### src/rtl/tick_prescaler_if.sv
// tick_prescaler_if: configuration handshake into the tick prescaler.
//   cfg_valid   - master offers a configuration
//   cfg_ready   - slave can accept one (the shadow slot is free)
//   cfg_div     - tick period minus one
//   cfg_count   - one-shot burst length N
//   cfg_oneshot - 1 = one-shot burst, 0 = free-run
interface tick_prescaler_if #(
    parameter int DIV_WIDTH = 16,
    parameter int CNT_WIDTH = 8
);
    logic                 cfg_valid;
    logic                 cfg_ready;
    logic [DIV_WIDTH-1:0] cfg_div;
    logic [CNT_WIDTH-1:0] cfg_count;
    logic                 cfg_oneshot;
    modport master (output cfg_valid, cfg_div, cfg_count, cfg_oneshot, input cfg_ready);
    modport slave  (input cfg_valid, cfg_div, cfg_count, cfg_oneshot, output cfg_ready);
endinterface

### src/rtl/tick_prescaler.sv
// tick_prescaler: programmable clock-enable generator, one tick_en pulse every (div+1) cycles.
//   clk, reset  - clock and synchronous active-high reset
//   start, stop - begin ticking from IDLE / abort back to IDLE (stop wins)
//   cfg         - configuration handshake (slave side)
//   tick_en     - registered one-cycle enable for the downstream counter
//   busy        - high while ticking
//   done        - one-cycle pulse after the last one-shot tick
//   ticks_left  - remaining one-shot ticks, 0 in free-run
module tick_prescaler #(
    parameter int DIV_WIDTH = 16,
    parameter int CNT_WIDTH = 8
) (
    input  logic                 clk,
    input  logic                 reset,
    input  logic                 start,
    input  logic                 stop,
    tick_prescaler_if.slave      cfg,
    output logic                 tick_en,
    output logic                 busy,
    output logic                 done,
    output logic [CNT_WIDTH-1:0] ticks_left
);
    typedef enum logic [1:0] {IDLE, RUN, DONE} state_t;
    state_t state;
    logic [DIV_WIDTH-1:0] div_reg, sh_div, phase, in_div, div_n;
    logic [CNT_WIDTH-1:0] count_reg, sh_count, in_count, cnt_n, left_n;
    logic oneshot_reg, sh_oneshot, pend, in_oneshot, os_n, last;

    assign cfg.cfg_ready = !pend;

    always_comb begin
        // Config landing in the active registers outside a tick boundary:
        // a pending shadow first, else whatever is being offered right now.
        in_div     = pend ? sh_div     : (cfg.cfg_valid ? cfg.cfg_div     : div_reg);
        in_count   = pend ? sh_count   : (cfg.cfg_valid ? cfg.cfg_count   : count_reg);
        in_oneshot = pend ? sh_oneshot : (cfg.cfg_valid ? cfg.cfg_oneshot : oneshot_reg);
        // Config in force for the period that starts after a tick.
        div_n  = pend ? sh_div     : div_reg;
        cnt_n  = pend ? sh_count   : count_reg;
        os_n   = pend ? sh_oneshot : oneshot_reg;
        // A shadow switching into one-shot restarts the burst with its own N.
        left_n = pend ? (sh_oneshot ? sh_count : '0)
                      : (oneshot_reg ? ticks_left - 1'b1 : '0);
        last   = oneshot_reg && ticks_left == CNT_WIDTH'(1);
    end

    always_ff @(posedge clk) begin
        if (reset) begin
            state       <= IDLE;
            tick_en     <= 1'b0;
            busy        <= 1'b0;
            done        <= 1'b0;
            ticks_left  <= '0;
            div_reg     <= '0;
            count_reg   <= '0;
            oneshot_reg <= 1'b0;
            sh_div      <= '0;
            sh_count    <= '0;
            sh_oneshot  <= 1'b0;
            pend        <= 1'b0;
            phase       <= '0;
        end else begin
            tick_en <= 1'b0;
            done    <= 1'b0;
            case (state)
                IDLE: begin
                    {div_reg, count_reg, oneshot_reg} <= {in_div, in_count, in_oneshot};
                    // A config offered alongside start is the one that start uses.
                    if (start && !stop) begin
                        phase <= '0;
                        if (in_oneshot && in_count == '0) begin
                            state <= DONE;
                            done  <= 1'b1;
                        end else begin
                            state      <= RUN;
                            busy       <= 1'b1;
                            tick_en    <= in_div == '0;
                            ticks_left <= in_oneshot ? in_count : '0;
                        end
                    end
                end
                RUN: begin
                    if (stop) begin
                        state      <= IDLE;
                        busy       <= 1'b0;
                        ticks_left <= '0;
                        pend       <= 1'b0;
                        {div_reg, count_reg, oneshot_reg} <= {in_div, in_count, in_oneshot};
                    end else if (tick_en) begin
                        // Period boundary: the shadow (if any) takes over here.
                        phase <= '0;
                        {div_reg, count_reg, oneshot_reg} <= {div_n, cnt_n, os_n};
                        if (pend) begin
                            pend <= 1'b0;
                        end else if (cfg.cfg_valid) begin
                            {sh_div, sh_count, sh_oneshot} <= {cfg.cfg_div, cfg.cfg_count, cfg.cfg_oneshot};
                            pend <= 1'b1;
                        end
                        if (last || (os_n && left_n == '0)) begin
                            state      <= DONE;
                            busy       <= 1'b0;
                            done       <= 1'b1;
                            ticks_left <= '0;
                        end else begin
                            ticks_left <= left_n;
                            tick_en    <= div_n == '0;
                        end
                    end else begin
                        if (cfg.cfg_valid && !pend) begin
                            {sh_div, sh_count, sh_oneshot} <= {cfg.cfg_div, cfg.cfg_count, cfg.cfg_oneshot};
                            pend <= 1'b1;
                        end
                        // phase < div_reg here, so the increment never wraps.
                        phase   <= phase + 1'b1;
                        tick_en <= phase + 1'b1 == div_reg;
                    end
                end
                DONE: begin
                    state <= IDLE;
                    pend  <= 1'b0;
                    {div_reg, count_reg, oneshot_reg} <= {in_div, in_count, in_oneshot};
                end
                default: state <= IDLE;
            endcase
        end
    end
endmodule

### src/flat_wrapper.sv
// flat-port wrapper written by rule: the top's interface ports become plain ports
module tick_prescaler_flat 
#(
    parameter int DIV_WIDTH = 16,
    parameter int CNT_WIDTH = 8
)
  (clk, reset, start, stop, tick_en, busy, done, ticks_left, cfg_cfg_valid, cfg_cfg_div, cfg_cfg_count, cfg_cfg_oneshot, cfg_cfg_ready);
  tick_prescaler_if #(.DIV_WIDTH(DIV_WIDTH), .CNT_WIDTH(CNT_WIDTH)) cfg_i ();
  input  logic clk;
  input  logic reset;
  input  logic start;
  input  logic stop;
  output logic tick_en;
  output logic busy;
  output logic done;
  output logic [CNT_WIDTH-1:0] ticks_left;
  input wire logic [$bits(cfg_i.cfg_valid)-1:0] cfg_cfg_valid;
  input wire logic [$bits(cfg_i.cfg_div)-1:0] cfg_cfg_div;
  input wire logic [$bits(cfg_i.cfg_count)-1:0] cfg_cfg_count;
  input wire logic [$bits(cfg_i.cfg_oneshot)-1:0] cfg_cfg_oneshot;
  output wire logic [$bits(cfg_i.cfg_ready)-1:0] cfg_cfg_ready;
  assign cfg_i.cfg_valid = cfg_cfg_valid;
  assign cfg_i.cfg_div = cfg_cfg_div;
  assign cfg_i.cfg_count = cfg_cfg_count;
  assign cfg_i.cfg_oneshot = cfg_cfg_oneshot;
  assign cfg_cfg_ready = cfg_i.cfg_ready;
  tick_prescaler #(.DIV_WIDTH(DIV_WIDTH), .CNT_WIDTH(CNT_WIDTH)) u_core (.clk(clk), .reset(reset), .start(start), .stop(stop), .cfg(cfg_i), .tick_en(tick_en), .busy(busy), .done(done), .ticks_left(ticks_left));
endmodule
### config.mk
export PLATFORM = sky130hd
export DESIGN_NAME = tick_prescaler_flat
export DESIGN_NICKNAME = d
export VERILOG_FILES = /design/src/rtl/tick_prescaler_if.sv /design/src/rtl/tick_prescaler.sv /design/src/flat_wrapper.sv
export SDC_FILE = /design/constraint.sdc
export NUM_CORES = 1
export LEC_CHECK = 0
export CAP_MARGIN = 20
export CORE_MARGIN = 2
export CORE_UTILIZATION = 60
export CTS_CLUSTER_SIZE = 24
export DETAILED_ROUTE_END_ITERATION = 7
export MAX_ROUTING_LAYER = met4
export PLACE_DENSITY = 0.82
export SLEW_MARGIN = 15
export SYNTH_ARGS = -nofsm -noshare
export SYNTH_HDL_FRONTEND = slang
export SYNTH_SLANG_ARGS = --single-unit
### constraint.sdc
create_clock -name clk -period 6.7 [get_ports clk]
set_clock_uncertainty 0.05 [all_clocks]
set_input_delay 0.67 -clock clk [delete_from_list [all_inputs] [get_ports clk]]
set_output_delay 0.67 -clock clk [all_outputs]
set_load 0.02 [all_outputs]
# Yosys cells after proc, flatten, opt, wreduce, memory -nomap -nowiden
# Index checks and enable logic that the tools add are counted.
[word_totals]
input_bits = 30
regBits = 80
[classes]
bitwise = 1
mux = 74
eq_ne = 13
reduce_logical = 26
addsub = 2
[op_table]
columns = ["operator", "count"]
rows = [
  ["$mux W16", 12],
  ["$mux W8", 18],
  ["$pmux W16 S2", 2],
  ["$logic_not A16 Y1", 2],
  ["$pmux W8 S2", 2],
  ["$mux W1", 29],
  ["$add A16 B1 Y16 const B", 1],
  ["$eq A16 B16 Y1", 1],
  ["$logic_not A8 Y1", 2],
  ["$mux W2", 5],
  ["$pmux W1 S2", 5],
  ["$reduce_and A5 Y1", 2],
  ["$ne A3 B2 Y1 const B", 3],
  ["$reduce_and A3 Y1", 3],
  ["$eq A8 B1 Y1 const B", 1],
  ["$ne A2 B2 Y1 const B", 4],
  ["$reduce_bool A2 Y1", 4],
  ["$sub A8 B1 Y8 const B", 1],
  ["$logic_and A1 B1 Y1", 5],
  ["$ne A4 B2 Y1 const B", 1],
  ["$pmux W2 S2", 1],
  ["$reduce_and A2 Y1", 2],
  ["$reduce_and A4 Y1", 1],
  ["$eq A2 B1 Y1 const B", 1],
  ["7 further kinds", 8],
]

# Longest topological paths before layout
[depth]
depth_word = 10
depth_mapped = 10
ltp_nobuf = 8

# Worst setup path before layout
# Ideal clock, no wire load.
[synth_timing]
path_kind = "input to register"
start = "in cfg_cfg_valid"
end = "reg u_core.busy"
path_slack_ps = 3941
arrival_time_ps = 2592
n_path_buf = 3
required_time_ps = 6533
path_stages = 9
path_cell_list = "buf_6 > buf_2 > mux2i_1 > o21ai_0 > or2_2 > or4b_4 > and2_4 > buf_6 > a32o_1"
[synth_between]
elab_chain_cells = 6
elab_cells_between_ends = 8
cone_classes = "eq/ne (1); mux (4); reduce/logical (3)"
[synth_lines]
columns = ["item", "line_no", "text"]
rows = [
  ["start: declaration", "flat_wrapper.sv:17", "input wire logic [$bits(cfg_i.cfg_valid)-1:0] cfg_cfg_valid;"],
  ["$mux W8 (2 in series)", "tick_prescaler.sv:35", "in_count = pend ? sh_count : (cfg.cfg_valid ? cfg.cfg_count : count_reg);"],
  ["$logic_not A8 Y1", "tick_prescaler.sv:71", "if (in_oneshot && in_count == '0) begin"],
  ["$logic_and A1 B1 Y1 *", "tick_prescaler.sv:71", ""],
  ["$ne A2 B2 Y1 (no line) *", "--", ""],
  ["$reduce_and A5 Y1 (no line) *", "--", ""],
  ["end signal: assignment", "tick_prescaler.sv:76", "busy <= 1'b1;"],
  ["end signal: assignment", "tick_prescaler.sv:85", "busy <= 1'b0;"],
  ["end signal: assignment", "tick_prescaler.sv:101", "busy <= 1'b0;"],
  ["end: declaration", "tick_prescaler.sv:19", "output logic busy,"],
]
# Every way passes the cells marked *; elsewhere a longest branch is shown, timed or not.
# A chain may end at the register's enable or synchronous reset.

# Worst setup path after layout
[layout_timing]
start = "in cfg_cfg_valid"
end = "reg u_core.done"
[layout_between]
elab_chain_cells = 7
elab_cells_between_ends = 9
cone_classes = "mux (7); reduce/logical (2)"
[layout_lines]
columns = ["item", "line_no", "text"]
rows = [
  ["$mux W8 (2 in series)", "tick_prescaler.sv:35", ""],
  ["$logic_not A8 Y1", "tick_prescaler.sv:71", ""],
  ["$logic_and A1 B1 Y1 *", "tick_prescaler.sv:71", ""],
  ["$mux W1 *", "tick_prescaler.sv:71", ""],
  ["$mux W1 *", "tick_prescaler.sv:69", "if (start && !stop) begin"],
  ["$pmux W1 S2 *", "tick_prescaler.sv:65", "case (state)"],
  ["end signal: assignment", "tick_prescaler.sv:64", "done <= 1'b0;"],
  ["end signal: assignment", "tick_prescaler.sv:73", "done <= 1'b1;"],
  ["end signal: assignment", "tick_prescaler.sv:102", "done <= 1'b1;"],
  ["end: declaration", "tick_prescaler.sv:20", "output logic done,"],
]
# Marked as above.

==> results.txt <==
outcome -> finished clean
Post-Syn Area -> 4770 sq um
Final Hold Vio Count -> 0
clock buffers created by TritonCTS -> 9
Die Footprint -> 8680 sq um
CTS resizes -> 0
Fin Hold WS -> 408 ps
TritonRoute pass-1 iters -> 5
clk root buf -> clkbuf_8
initial antenna violation count -> 0
clock buffer depth -> 2
Max Fclk -> 0.288 GHz
setup violators final -> 0
Setup crit end kind -> flip-flop
power per cell area -> 396 nW/um^2
leading post-synthesis cells by cell area -> dfxtp_1 (34%), a21oi_1 (7.3%), nand2_1 (7.3%), nor2_1 (5.7%), o21ai_0 (3.0%)
WL/cell -> 17.4 microns
Hold Path Class -> reg2reg
top-area cell type share of the netlist area -> 33.6%
asr flop ratio synth -> 0%
top_reg_cell synth -> dfxtp_1
Ports -> 42
Max-slew headroom -> 40.7%
Tot GR Track Use -> 32.2%
DRT iter0 DRCs -> 393
syn_nets -> 672
postcts setup bufs -> 0
# diodes -> 0
Slew Viols, Final -> 0
TritonCTS Sinks -> 80
total gr overflow -> 0
largest net degree at the start of global routing -> 82
Mean Syn Cell Area -> 7.51 sq um
Vias -> 4890
unrepaired setup endpoints after global routing -> false
Seq/Total Area, Yosys -> 33.6%
Routed Antenna Nets -> 0
Final Core Density -> 69.3%
first-pass GRT wire length -> 21600 microns
cell taking the most area after synthesis -> dfxtp_1
TritonCTS clock tree -> built
GPL Wtd Cong -> 1.00
# Max-Cap Violations -> 0
Crit Path Category -> in2reg
H-tree depth -> 3
synth unique cells -> 59
die width -> 93.1 microns
Post-synth EDFFs -> 0
post-DP HPWL -> 9390 microns
Lkg Pwr -> 1.90 nW
Final min period -> 3470 ps
VDD IR-drop max -> 0.193 mV
synthesized flop and latch total -> 80
Core Box Area -> 7730 sq um
clk slew on worst S/H paths -> 80 ps
Layout area overhead -> 12.4%
num rows -> 32
Worst setup SP type -> primary input
setup TNS -> 0 ps
share of layout cells above drive strength 1 -> 6.10%
hold buffer count at cts -> 0
Die Span Y -> 93.1 microns
Residual DRC -> 0
number of global-route vias before repair -> 4255
top-count cell post-synth -> nand2_1
Worst EP required -> 6920 ps
Final Power -> 2.12 mW
routed vias/inst -> 6.45
Layout Nets -> 689
final wirelength -> 13200 microns
initial cell density of the core -> 61.7%
Synth Instances -> 635
Syn. warnings -> 0
CP max FO -> 15
arrival time at the worst endpoint -> 3700 ps
fin crit share -> 51.9%
synth cell count leaders -> nand2_1 (93), dfxtp_1 (80), nor2_1 (72)
port buffer count -> 41
Clock Latency Late Sink -> 350 ps
Slew @ Worst Pin -> 890 ps
-- placed cells by master (no fill, tap or decap), types with 7 or more instances in the layout --
cell,synthesis,final
clkdlybuf4s50_1,0,40
or4_1,9,9
nor4_1,19,19
or3_1,9,9
mux2i_1,14,14
o22ai_1,13,13
nor2b_1,7,7
nor2_1,72,71
nor3_1,14,14
nand3_1,13,13
nand2b_1,7,7
a21oi_1,70,70
inv_1,12,12
a211oi_2,8,8
a311oi_1,9,9
ha_1,7,7
xnor2_1,15,15
o21ai_0,29,29
a211oi_1,17,17
clkbuf_8,0,10
xor2_1,9,9
nand2_1,93,93
and3_1,8,8
dfxtp_1,80,80
-- stage by stage --
| step | cells | setup slack (ps) | area, sq um |
|---|---|---|---|
| after CTS | 757 | 3260 | 5350 |
| after detailed placement | 742 | 2890 | 5160 |
| after global routing | 758 | 3040 | 5360 |
| after floorplan | 635 | 3940 | 4770 |
| final | 758 | 3230 | 5360 |
| after global placement | 742 | 2920 | 5160 |
-- worst paths after layout --
check,startpoint,end,slack (ps),cells past startpoint
max,cfg_cfg_valid,u_core.done,3230,7
max reg2reg,u_core.pend,u_core.done,4050,6
min,u_core.sh_div[11],u_core.sh_div[11],410,2
min reg2reg,u_core.sh_div[11],u_core.sh_div[11],410,2
-- report_power, final --
group | total (mW) | switching (mW) | internal [mW] | leakage [nW]
combinational | 1.03 | 0.609 | 0.419 | 1.15
sequential | 0.733 | 0.147 | 0.587 | 0.653
clock | 0.360 | 0.180 | 0.180 | 0.0985
-- kinds of logic after synthesis --
| logic type | count (synthesis) | share of synthesized area (%) |
|---|---|---|
| AOI/OAI and AO/OA | 179 | 24.1 |
| and+or+nand+nor | 276 | 28.0 |
| muxes | 15 | 3.17 |
| xor gates and xnor gates | 24 | 4.41 |
| buffers and inverters | 54 | 4.93 |
| DFF | 80 | 33.6 |
| adders and majority gates | 7 | 1.84 |
-- layout make-up --
cell class	instances	area (sq um)
clock buffer	10	138
clock inverter	5	56.3
fill	643	2370
inverter	12	45.0
multi-input combinational	501	2930
sequential	80	1600
tap	102	128
timing repair buffer	48	455
-- worst max-delay path, cell delays in order --
cell,delay [ps]
clkdlybuf4s50_1,950
mux2i_1,270
o21ai_0,160
or4_1,530
or4b_4,630
or2_2,320
a21oi_1,160
-- metal layers --
metal	GRT usage [%]	vias to the layer above	share of wire, %
met4	7.11	0	0.95
met3	6.85	12	9.0
met5	-	-	0
met2	45.2	252	44
li1	-	2344	-
met1	47.6	2282	47
Note: power is estimated with default switching activity, not from simulation.
